### config.mk
export PLATFORM = sky130hd
export DESIGN_NAME = vending_controller_flat
export DESIGN_NICKNAME = d
export VERILOG_FILES = /design/src/rtl/vending_if.sv /design/src/rtl/vending_controller.sv /design/src/flat_wrapper.sv
export SDC_FILE = /design/constraint.sdc
export NUM_CORES = 1
export LEC_CHECK = 0
export BUFFER_PORTS_ARGS = -buffer_cell sky130_fd_sc_hd__buf_2
export CAP_MARGIN = 25
export CORE_ASPECT_RATIO = 0.7
export CORE_MARGIN = 1
export CORE_UTILIZATION = 51
export CTS_CLUSTER_SIZE = 28
export DETAILED_ROUTE_END_ITERATION = 10
export MAX_ROUTING_LAYER = met4
export PLACE_DENSITY = 0.74
export SLEW_MARGIN = 0
export SYNTH_ARGS = -nofsm -noshare
export SYNTH_HDL_FRONTEND = slang
export SYNTH_SLANG_ARGS = --single-unit
### constraint.sdc
create_clock -name clock -period 7.5 [get_ports clock]
set_clock_uncertainty 0.05 [all_clocks]
set_input_delay 0.75 -clock clock [delete_from_list [all_inputs] [get_ports clock]]
set_output_delay 0.75 -clock clock [all_outputs]
set_load 0.02 [all_outputs]
### src/rtl/vending_if.sv
// Transaction-side signals of the vending controller: coin/selection/cancel
// events in, credit, pulses, dispense and change handshake out.
interface vending_if;
    logic       coin_valid;
    logic [2:0] coin_value;
    logic       sel_valid;
    logic [1:0] sel_item;
    logic       cancel;
    logic       change_ack;
    logic [6:0] credit;
    logic       coin_reject;
    logic       insufficient;
    logic       dispense;
    logic [1:0] dispense_item;
    logic       change_valid;
    logic [2:0] change_coin;
    logic       busy;

    // Upstream side: coin counter, keypad and coin ejector.
    modport master (
        output coin_valid, coin_value, sel_valid, sel_item, cancel, change_ack,
        input  credit, coin_reject, insufficient, dispense, dispense_item,
               change_valid, change_coin, busy
    );

    // Controller side.
    modport slave (
        input  coin_valid, coin_value, sel_valid, sel_item, cancel, change_ack,
        output credit, coin_reject, insufficient, dispense, dispense_item,
               change_valid, change_coin, busy
    );
endinterface

### src/rtl/vending_controller.sv
// Vending transaction controller: owns the credit register, dispenses the
// selected item and pays change back one coin at a time.
module vending_controller #(
    parameter int unsigned PRICE0          = 3,
    parameter int unsigned PRICE1          = 7,
    parameter int unsigned PRICE2          = 10,
    parameter int unsigned PRICE3          = 15,
    parameter int unsigned MAX_CREDIT      = 99,
    parameter int unsigned DISPENSE_CYCLES = 4
) (
    input logic     clock,
    input logic     reset_n,
    vending_if.slave bus
);
    localparam int unsigned CntW = $clog2(DISPENSE_CYCLES + 1);

    typedef enum logic [1:0] {StIdle, StCredit, StDispense, StChange} state_e;

    state_e          state_q;
    logic [6:0]      credit_q;
    logic [CntW-1:0] dcnt_q;
    logic [1:0]      dispense_item_q;
    logic            dispense_q;
    logic            coin_reject_q;
    logic            insufficient_q;
    logic            busy_q;

    logic [6:0] price;
    logic [7:0] coin_sum;
    logic       coin_ok;
    logic [2:0] change_coin;
    logic [6:0] change_left;

    always_comb begin
        price = 7'(PRICE0);
        unique case (bus.sel_item)
            2'd0: price = 7'(PRICE0);
            2'd1: price = 7'(PRICE1);
            2'd2: price = 7'(PRICE2);
            2'd3: price = 7'(PRICE3);
            default: price = 7'(PRICE0);
        endcase
    end

    // 8-bit sum so the MAX_CREDIT check cannot wrap.
    assign coin_sum = {1'b0, credit_q} + {5'b0, bus.coin_value};
    assign coin_ok  = (bus.coin_value == 3'd1 || bus.coin_value == 3'd2 ||
                       bus.coin_value == 3'd5) && (coin_sum <= 8'(MAX_CREDIT));

    always_comb begin
        change_coin = 3'd0;
        if (state_q == StChange) begin
            if (credit_q >= 7'd5)      change_coin = 3'd5;
            else if (credit_q >= 7'd2) change_coin = 3'd2;
            else                       change_coin = 3'd1;
        end
    end

    assign change_left = credit_q - {4'b0, change_coin};

    always_ff @(posedge clock) begin
        if (!reset_n) begin
            state_q         <= StIdle;
            credit_q        <= '0;
            dcnt_q          <= '0;
            dispense_item_q <= '0;
            dispense_q      <= 1'b0;
            coin_reject_q   <= 1'b0;
            insufficient_q  <= 1'b0;
            busy_q          <= 1'b0;
        end else begin
            coin_reject_q  <= 1'b0;
            insufficient_q <= 1'b0;
            case (state_q)
                StIdle, StCredit: begin
                    if (bus.cancel && state_q == StCredit) begin
                        state_q       <= StChange;
                        busy_q        <= 1'b1;
                        coin_reject_q <= bus.coin_valid;
                    end else if (bus.sel_valid) begin
                        coin_reject_q <= bus.coin_valid;
                        // A zero price is affordable even from IDLE.
                        if (credit_q >= price) begin
                            credit_q        <= credit_q - price;
                            dispense_item_q <= bus.sel_item;
                            dispense_q      <= 1'b1;
                            dcnt_q          <= CntW'(DISPENSE_CYCLES - 1);
                            busy_q          <= 1'b1;
                            state_q         <= StDispense;
                        end else begin
                            insufficient_q <= 1'b1;
                        end
                    end else if (bus.coin_valid) begin
                        if (coin_ok) begin
                            credit_q <= coin_sum[6:0];
                            state_q  <= StCredit;
                        end else begin
                            coin_reject_q <= 1'b1;
                        end
                    end
                end
                StDispense: begin
                    coin_reject_q <= bus.coin_valid;
                    if (dcnt_q == '0) begin
                        dispense_q <= 1'b0;
                        if (credit_q != '0) begin
                            state_q <= StChange;
                        end else begin
                            state_q <= StIdle;
                            busy_q  <= 1'b0;
                        end
                    end else begin
                        dcnt_q <= dcnt_q - 1'b1;
                    end
                end
                StChange: begin
                    coin_reject_q <= bus.coin_valid;
                    if (bus.change_ack) begin
                        credit_q <= change_left;
                        if (change_left == '0) begin
                            state_q <= StIdle;
                            busy_q  <= 1'b0;
                        end
                    end
                end
                default: begin
                    state_q <= StIdle;
                    busy_q  <= 1'b0;
                end
            endcase
        end
    end

    assign bus.credit        = credit_q;
    assign bus.coin_reject   = coin_reject_q;
    assign bus.insufficient  = insufficient_q;
    assign bus.dispense      = dispense_q;
    assign bus.dispense_item = dispense_item_q;
    assign bus.change_valid  = (state_q == StChange);
    assign bus.change_coin   = change_coin;
    assign bus.busy          = busy_q;
endmodule

### src/flat_wrapper.sv
// flat-port wrapper written by rule: the top's interface ports become plain ports
module vending_controller_flat 
#(
    parameter int unsigned PRICE0          = 3,
    parameter int unsigned PRICE1          = 7,
    parameter int unsigned PRICE2          = 10,
    parameter int unsigned PRICE3          = 15,
    parameter int unsigned MAX_CREDIT      = 99,
    parameter int unsigned DISPENSE_CYCLES = 4
)
  (clock, reset_n, bus_coin_valid, bus_coin_value, bus_sel_valid, bus_sel_item, bus_cancel, bus_change_ack, bus_credit, bus_coin_reject, bus_insufficient, bus_dispense, bus_dispense_item, bus_change_valid, bus_change_coin, bus_busy);
  vending_if bus_i ();
  input logic clock;
  input logic reset_n;
  input wire logic [$bits(bus_i.coin_valid)-1:0] bus_coin_valid;
  input wire logic [$bits(bus_i.coin_value)-1:0] bus_coin_value;
  input wire logic [$bits(bus_i.sel_valid)-1:0] bus_sel_valid;
  input wire logic [$bits(bus_i.sel_item)-1:0] bus_sel_item;
  input wire logic [$bits(bus_i.cancel)-1:0] bus_cancel;
  input wire logic [$bits(bus_i.change_ack)-1:0] bus_change_ack;
  output wire logic [$bits(bus_i.credit)-1:0] bus_credit;
  output wire logic [$bits(bus_i.coin_reject)-1:0] bus_coin_reject;
  output wire logic [$bits(bus_i.insufficient)-1:0] bus_insufficient;
  output wire logic [$bits(bus_i.dispense)-1:0] bus_dispense;
  output wire logic [$bits(bus_i.dispense_item)-1:0] bus_dispense_item;
  output wire logic [$bits(bus_i.change_valid)-1:0] bus_change_valid;
  output wire logic [$bits(bus_i.change_coin)-1:0] bus_change_coin;
  output wire logic [$bits(bus_i.busy)-1:0] bus_busy;
  assign bus_i.coin_valid = bus_coin_valid;
  assign bus_i.coin_value = bus_coin_value;
  assign bus_i.sel_valid = bus_sel_valid;
  assign bus_i.sel_item = bus_sel_item;
  assign bus_i.cancel = bus_cancel;
  assign bus_i.change_ack = bus_change_ack;
  assign bus_credit = bus_i.credit;
  assign bus_coin_reject = bus_i.coin_reject;
  assign bus_insufficient = bus_i.insufficient;
  assign bus_dispense = bus_i.dispense;
  assign bus_dispense_item = bus_i.dispense_item;
  assign bus_change_valid = bus_i.change_valid;
  assign bus_change_coin = bus_i.change_coin;
  assign bus_busy = bus_i.busy;
  vending_controller #(.PRICE0(PRICE0), .PRICE1(PRICE1), .PRICE2(PRICE2), .PRICE3(PRICE3), .MAX_CREDIT(MAX_CREDIT), .DISPENSE_CYCLES(DISPENSE_CYCLES)) u_core (.clock(clock), .reset_n(reset_n), .bus(bus_i));
endmodule
Word-level counts from Yosys, hierarchy flattened. Index checks and enable logic that the tools add are counted.

Register bits: 18. Logic and storage cells: 108.

$add $sub $neg: 4. $lt $le $gt $ge: 4. Equal/unequal tests: 25. Mux-type cells: 43. Bitwise logic cells: 4. Reductions and logical operators: 20.

Operators by type and width (number): 7-bit two-way mux (6); 7-bit one-hot mux with 4 select lines (1); 2-bit two-way mux (10); 3-bit two-way mux (6); 6-bit AND reduction (3); 1-bit two-way mux (14); 7-bit one-hot mux with 2 select lines (1); 2-bit inequality test, second input constant (5); 5-bit AND reduction (2); 3-bit by 2-bit inequality test with 1-bit output, second input constant (3); 7-bit by 3-bit adder with 8-bit output (1); 2-bit equality test, second input constant (4); 8-bit by 7-bit less-or-equal comparator with 1-bit output, second input constant (1); 4-bit by 2-bit inequality test with 1-bit output, second input constant (2); 7-bit by 2-bit greater-or-equal comparator with 1-bit output, second input constant (1); 7-bit by 3-bit greater-or-equal comparator with 1-bit output, second input constant (1); 7-bit greater-or-equal comparator (1); 7-bit logical NOT (1); 7-bit nonzero test (1); 7-bit by 3-bit subtractor with 7-bit output (1); 7-bit subtractor (1); 2-bit by 1-bit inequality test with 1-bit output, second input constant (3); 2-bit one-hot mux with 3 select lines (1); 3-bit one-hot mux with 2 select lines (1); other kinds (19) (29).

Depth between registers and ports, before layout.
Depth in word-level cells: 9. Gate-level depth with buffers: 12. Mapped depth without buffers: 12.

Worst setup path after synthesis. OpenSTA, ideal clock, no wires.

Kind: register to register. From: register u_core.credit_q[3] (netlist: u_core.bus.credit[3]). To: register u_core.state_q[0]. Arrival time: 2.905 ns. Required time: 7.378 ns. Slack: 4.473 ns. Cell stages (with the launch flop): 12. Cell sequence: dfxtp_1 -> buf_2 -> nor4_1 -> nor2b_1 -> nor2_1 -> ha_1 -> fa_1 -> o21ai_0 -> xor2_1 -> a31oi_1 -> a211oi_1 -> mux2i_1.

Longest elaborated chain between the ends: 8. Elaborated cells between the ends (all ways): 19. Those cells by class: add/sub (2); order compare (4); eq/ne (3); mux (6); reduce/logical (4).

RTL lines: start, declared (line vending_controller.sv:20) `logic [6:0] credit_q;`; start signal, assigned (line vending_controller.sv:84) `credit_q <= credit_q - price;`; start signal, assigned (line vending_controller.sv:95) `credit_q <= coin_sum[6:0];`; start signal, assigned (line vending_controller.sv:119) `credit_q <= change_left;`; 7-bit by 2-bit greater-or-equal comparator with 1-bit output (line vending_controller.sv:54) `else if (credit_q >= 7'd2) change_coin = 3'd2;`; 2-bit two-way mux (line vending_controller.sv:54); 3-bit two-way mux (*) (line vending_controller.sv:53) `if (credit_q >= 7'd5) change_coin = 3'd5;`; 3-bit two-way mux (*) (line vending_controller.sv:52) `if (state_q == StChange) begin`; via bus_change_coin[0] (line flat_wrapper.sv:27) `output wire logic [$bits(bus_i.change_coin)-1:0] bus_change_coin;`; 7-bit by 3-bit subtractor with 7-bit output (*) (line vending_controller.sv:59) `assign change_left = credit_q - {4'b0, change_coin};`; 7-bit logical NOT (*) (line vending_controller.sv:120) `if (change_left == '0) begin`; 2-bit by 1-bit inequality test with 1-bit output (no line) (*); 6-bit AND reduction (no line) (*); end signal, assigned (line vending_controller.sv:63) `state_q <= StIdle;`; end signal, assigned (line vending_controller.sv:121) `state_q <= StIdle;`; end signal, assigned (line vending_controller.sv:127) `state_q <= StIdle;`; end, declared (line vending_controller.sv:19) `state_e state_q;`.

The timed path passes the listed nets; every way through them passes the cells marked *. The select of a mux whose other input is x is not followed. A chain may end at the register's enable or synchronous reset.

Worst setup path after layout.
From: register u_core.credit_q[3] (netlist: u_core.bus.credit[3]). To: register u_core.busy_q (netlist: u_core.bus.busy).

Longest elaborated chain between the ends: 8. Elaborated cells between the ends (all ways): 13. Those cells by class: add/sub (1); order compare (3); eq/ne (3); mux (3); reduce/logical (3).

RTL lines: 7-bit by 2-bit greater-or-equal comparator with 1-bit output (line vending_controller.sv:54); 2-bit two-way mux (line vending_controller.sv:54); 3-bit two-way mux (line vending_controller.sv:53); 3-bit two-way mux (line vending_controller.sv:52); 7-bit by 3-bit subtractor with 7-bit output (line vending_controller.sv:59); 7-bit logical NOT (line vending_controller.sv:120); 2-bit by 1-bit inequality test with 1-bit output (no line); 6-bit AND reduction (no line) (*); end signal, assigned (line vending_controller.sv:70) `busy_q <= 1'b0;`; end signal, assigned (line vending_controller.sv:122) `busy_q <= 1'b0;`; end signal, assigned (line vending_controller.sv:128) `busy_q <= 1'b0;`; end, declared (line vending_controller.sv:26) `logic busy_q;`.

Mark *: on every way between the ends. The rest lies on a longest branch, timed or not.

==> results.yml <==
power:
  p_per_area_nw_per_um2: 369
  power.total_mw: 0.649
  leakage_nw: 0.797
  ir_worst_vdd_mv: 0.239
detailed_routing:
  dr.max_layer_used: "met4"
  firstDrtPassIters: 4
  post_drt_wl_per_cell_um: 14.1
  wl_met1_mm: 2.00
  num_vias: 1565
  wirelength_mm: 3.77
  drc: 0
  dr.first_iter.drc_count: 148
  via_per_inst: 5.84
  routed-wl-met2_mm: 1.54
  antenna_left: 0
  wl_met3_um: 217
critical_path:
  path_cells: "nor4_1, nor2b_1, nor2_1, ha_1, fa_1, o21ai_0, xor2_1, a31oi_1, nor2_1, a21oi_1, a211oi_1"
  worstRegToRegCells: 11
  start_kind: "flip-flop"
  r2r_start: "u_core.bus.credit[3]$_SDFFE_PN0P_"
  path_common_cell: "nor2_1"
  slowest_stage: "nor4_1"
  max_stage_delay_ns: 0.63
  crit_end: "u_core.bus.busy$_SDFFE_PN0P_"
  cp.required_ns: 7.62
  cp.buffers_inverters: 0
  r2r_end: "u_core.bus.busy$_SDFFE_PN0P_"
  end_kind: "flip-flop"
  crit_type: "flip-flop to flip-flop"
  reg2reg_slack_ns: 4.11
  startpoint: "u_core.bus.credit[3]$_SDFFE_PN0P_"
  cp.depth: 11
  path_max_fanout: 13
  arrival_ns: 3.51
  path_delay_family: "simple AND/OR/NAND/NOR gates"
cts:
  cts_sinks: 18
  cts_buffer_depth: 2
  cts_hold_buf: 0
  clk_latency_ns: 0.25
  cts_resized: 0
  cts_tree: "done"
  clk_pin_slew_ns: 0.06
  cts_setup_buffers: 0
  htreeDepth: 1
  root_buffer: "clkbuf_8"
  cts_buffers: 3
synthesis:
  synth_cell_types: 49
  synth-main-ff-cell: "dfxtp_1"
  netlist_top_cells_count: "24 x nand2_1, 23 x nor2_1, 18 x dfxtp_1"
  synth.area.top_cells: "dfxtp_1 22%, ha_1 9.3%, nand2_1 5.6%"
  synth_top_area_frac: 0.223
  synth.avg_cell_area_um2: 7.54
  async_reset_ff_frac: 0
  syn-cell-area_um2: 1610
  synth_enable_flop_cells: 0
  yosysWarnings: 0
  yosysTopAreaCell: "dfxtp_1"
  ys_ff_latch: 18
  synth_cells: 214
  syn-num-nets: 239
  ys_seq_area_frac: 0.223
  synth.most_common_cell: "nand2_1"
finish:
  area_growth_pct: 9.08
  layout.nets: 259
  n_antenna_cell: 0
  layout-drive-gt1-share: 0.177
  regArea_um2: 360
  multi_input_area_um2: 1120
  fillers: 268
  utilization: 0.606
outcome:
  status: "complete, no violations"
timing:
  tns_ns: 0
  rsz0062_at_grt: "false"
  min_period_over_period: 0.453
  timing.slew.headroom: 0.585
  finalCriticalPeriod_ns: 3.39
  hold_viol: 0
  slew_violations: 0
  worstMarginPinSlew_ns: 0.616
  fmax_mhz: 295
  setup_viol: 0
floorplanning:
  start_util: 0.556
  die_w_um: 69.2
  num_io_pins: 28
  dieArea_um2: 3400
  die_h_um: 49.1
  core-area_um2: 2900
  num_rows: 16
global_routing:
  antenna_found_initial: 0
  grt.overflow.total: 0
  grt_max_degree: 21
  grt_use_total: 0.234
  grt_pass1_vias: 1334
  grt_pass1_wl_mm: 6.26
placement:
  place_congestion: 0.919
  io_buffers: 27
  dp_hpwl_mm: 2.92
run:
  max_cap_viol_count: 0
hold_path:
  min_path_type: "flip-flop to flip-flop"
==> cell type report <==
class	count	area share
Multi-Input combinational cell	169	0.637
Sequential cell	18	0.205
Timing Repair Buffer	27	0.0768
Inverter	15	0.0320
Tap cell	36	0.0256
Clock buffer	3	0.0235
==> power by group <==
group          switching [mW]  internal (mW)  total (mW)
registers              0.0508          0.128       0.179
logic                   0.233          0.170       0.403
clock network          0.0310         0.0357      0.0667
total                   0.314          0.334       0.649
==> stage by stage <==
step / setup slack, ns / cell area [um^2] / instances / hold slack [ns]
finish: 4.11 / 1760 / 268 / 0.423
global route: 3.82 / 1760 / 268 / 0.444
CTS: 4.13 / 1760 / 268 / 0.423
detailed placement: 4.12 / 1720 / 265 / 0.410
global placement: 4.16 / 1720 / 265 / 0.409
floorplan: 4.47 / 1610 / 214 / 0.393
==> kinds of logic (layout without fill, tap and decap cells) <==
family                   after synthesis  count (layout)  synth area share
flip-flops                            18              18             0.223
AND/OR/NAND/NOR                       86              86             0.268
multiplexers                           6               6            0.0372
buffers and inverters                 27              45            0.0815
AO/OA/AOI/OAI                         57              57             0.240
XOR/XNOR                               6               6            0.0326
adder cells (fa/ha/maj)               14              14             0.118
==> state kept, by name, summed over array words and instances (netlist names) <==
register                  cells
u_core.bus.busy               1
u_core.bus.coin_reject        1
u_core.bus.credit             7
u_core.bus.dispense           1
u_core.bus.dispense_item      2
u_core.bus.insufficient       1
u_core.dcnt_q                 3
u_core.state_q                2
==> worst reg2reg max path, stage by stage, from the launching register on <==
cell,delay (ns)
dfxtp_1,0.45
nor4_1,0.63
nor2b_1,0.24
nor2_1,0.07
ha_1,0.24
fa_1,0.41
o21ai_0,0.43
xor2_1,0.18
a31oi_1,0.14
nor2_1,0.19
a21oi_1,0.09
a211oi_1,0.20
==> worst min path at each step <==
stage / startpoint / end / depth (start not counted) / slack (ns)
after floorplan: u_core.dcnt_q[0]$_SDFFE_PN0P_ / u_core.dcnt_q[0]$_SDFFE_PN0P_ / 1 / 0.39
after global placement: u_core.dcnt_q[0]$_SDFFE_PN0P_ / u_core.dcnt_q[0]$_SDFFE_PN0P_ / 1 / 0.41
after detailed placement: u_core.dcnt_q[0]$_SDFFE_PN0P_ / u_core.dcnt_q[0]$_SDFFE_PN0P_ / 1 / 0.41
after CTS: u_core.dcnt_q[0]$_SDFFE_PN0P_ / u_core.dcnt_q[0]$_SDFFE_PN0P_ / 1 / 0.42
after global routing: u_core.dcnt_q[0]$_SDFFE_PN0P_ / u_core.dcnt_q[0]$_SDFFE_PN0P_ / 1 / 0.44
final: u_core.dcnt_q[0]$_SDFFE_PN0P_ / u_core.dcnt_q[0]$_SDFFE_PN0P_ / 1 / 0.42
==> per-layer routing <==
| metal | vias to the layer above | GRT usage |
|---|---|---|
| li1 | 799 | - |
| met1 | 711 | 0.334 |
| met2 | 53 | 0.358 |
| met3 | 2 | 0.0434 |
| met4 | 0 | 0.0204 |
| met5 | - | - |
==> layout by cell type, fill, tap and decap left out, types with 2 or more instances in the layout <==
| cell | Yosys | routed |
|---|---|---|
| xnor2_1 | 3 | 3 |
| o31ai_1 | 3 | 3 |
| o21ai_0 | 10 | 10 |
| nand2b_1 | 5 | 5 |
| nand2_1 | 24 | 24 |
| mux2i_1 | 6 | 6 |
| nor3_1 | 7 | 7 |
| buf_2 | 2 | 27 |
| o311a_1 | 2 | 2 |
| a211oi_1 | 7 | 7 |
| xor2_1 | 3 | 3 |
| dfxtp_1 | 18 | 18 |
| a21oi_1 | 16 | 16 |
| fa_1 | 2 | 2 |
| nand3_1 | 7 | 7 |
| o211ai_1 | 3 | 3 |
| nand3b_1 | 4 | 4 |
| inv_1 | 15 | 15 |
| or3_2 | 2 | 2 |
| ha_1 | 12 | 12 |
| nor2b_1 | 3 | 3 |
| a211oi_2 | 2 | 2 |
| a31oi_1 | 3 | 3 |
| nor2_1 | 23 | 23 |
| clkbuf_8 | 0 | 3 |
| nand4_1 | 2 | 2 |
No activity file was read; power rests on OpenSTA's default activity.
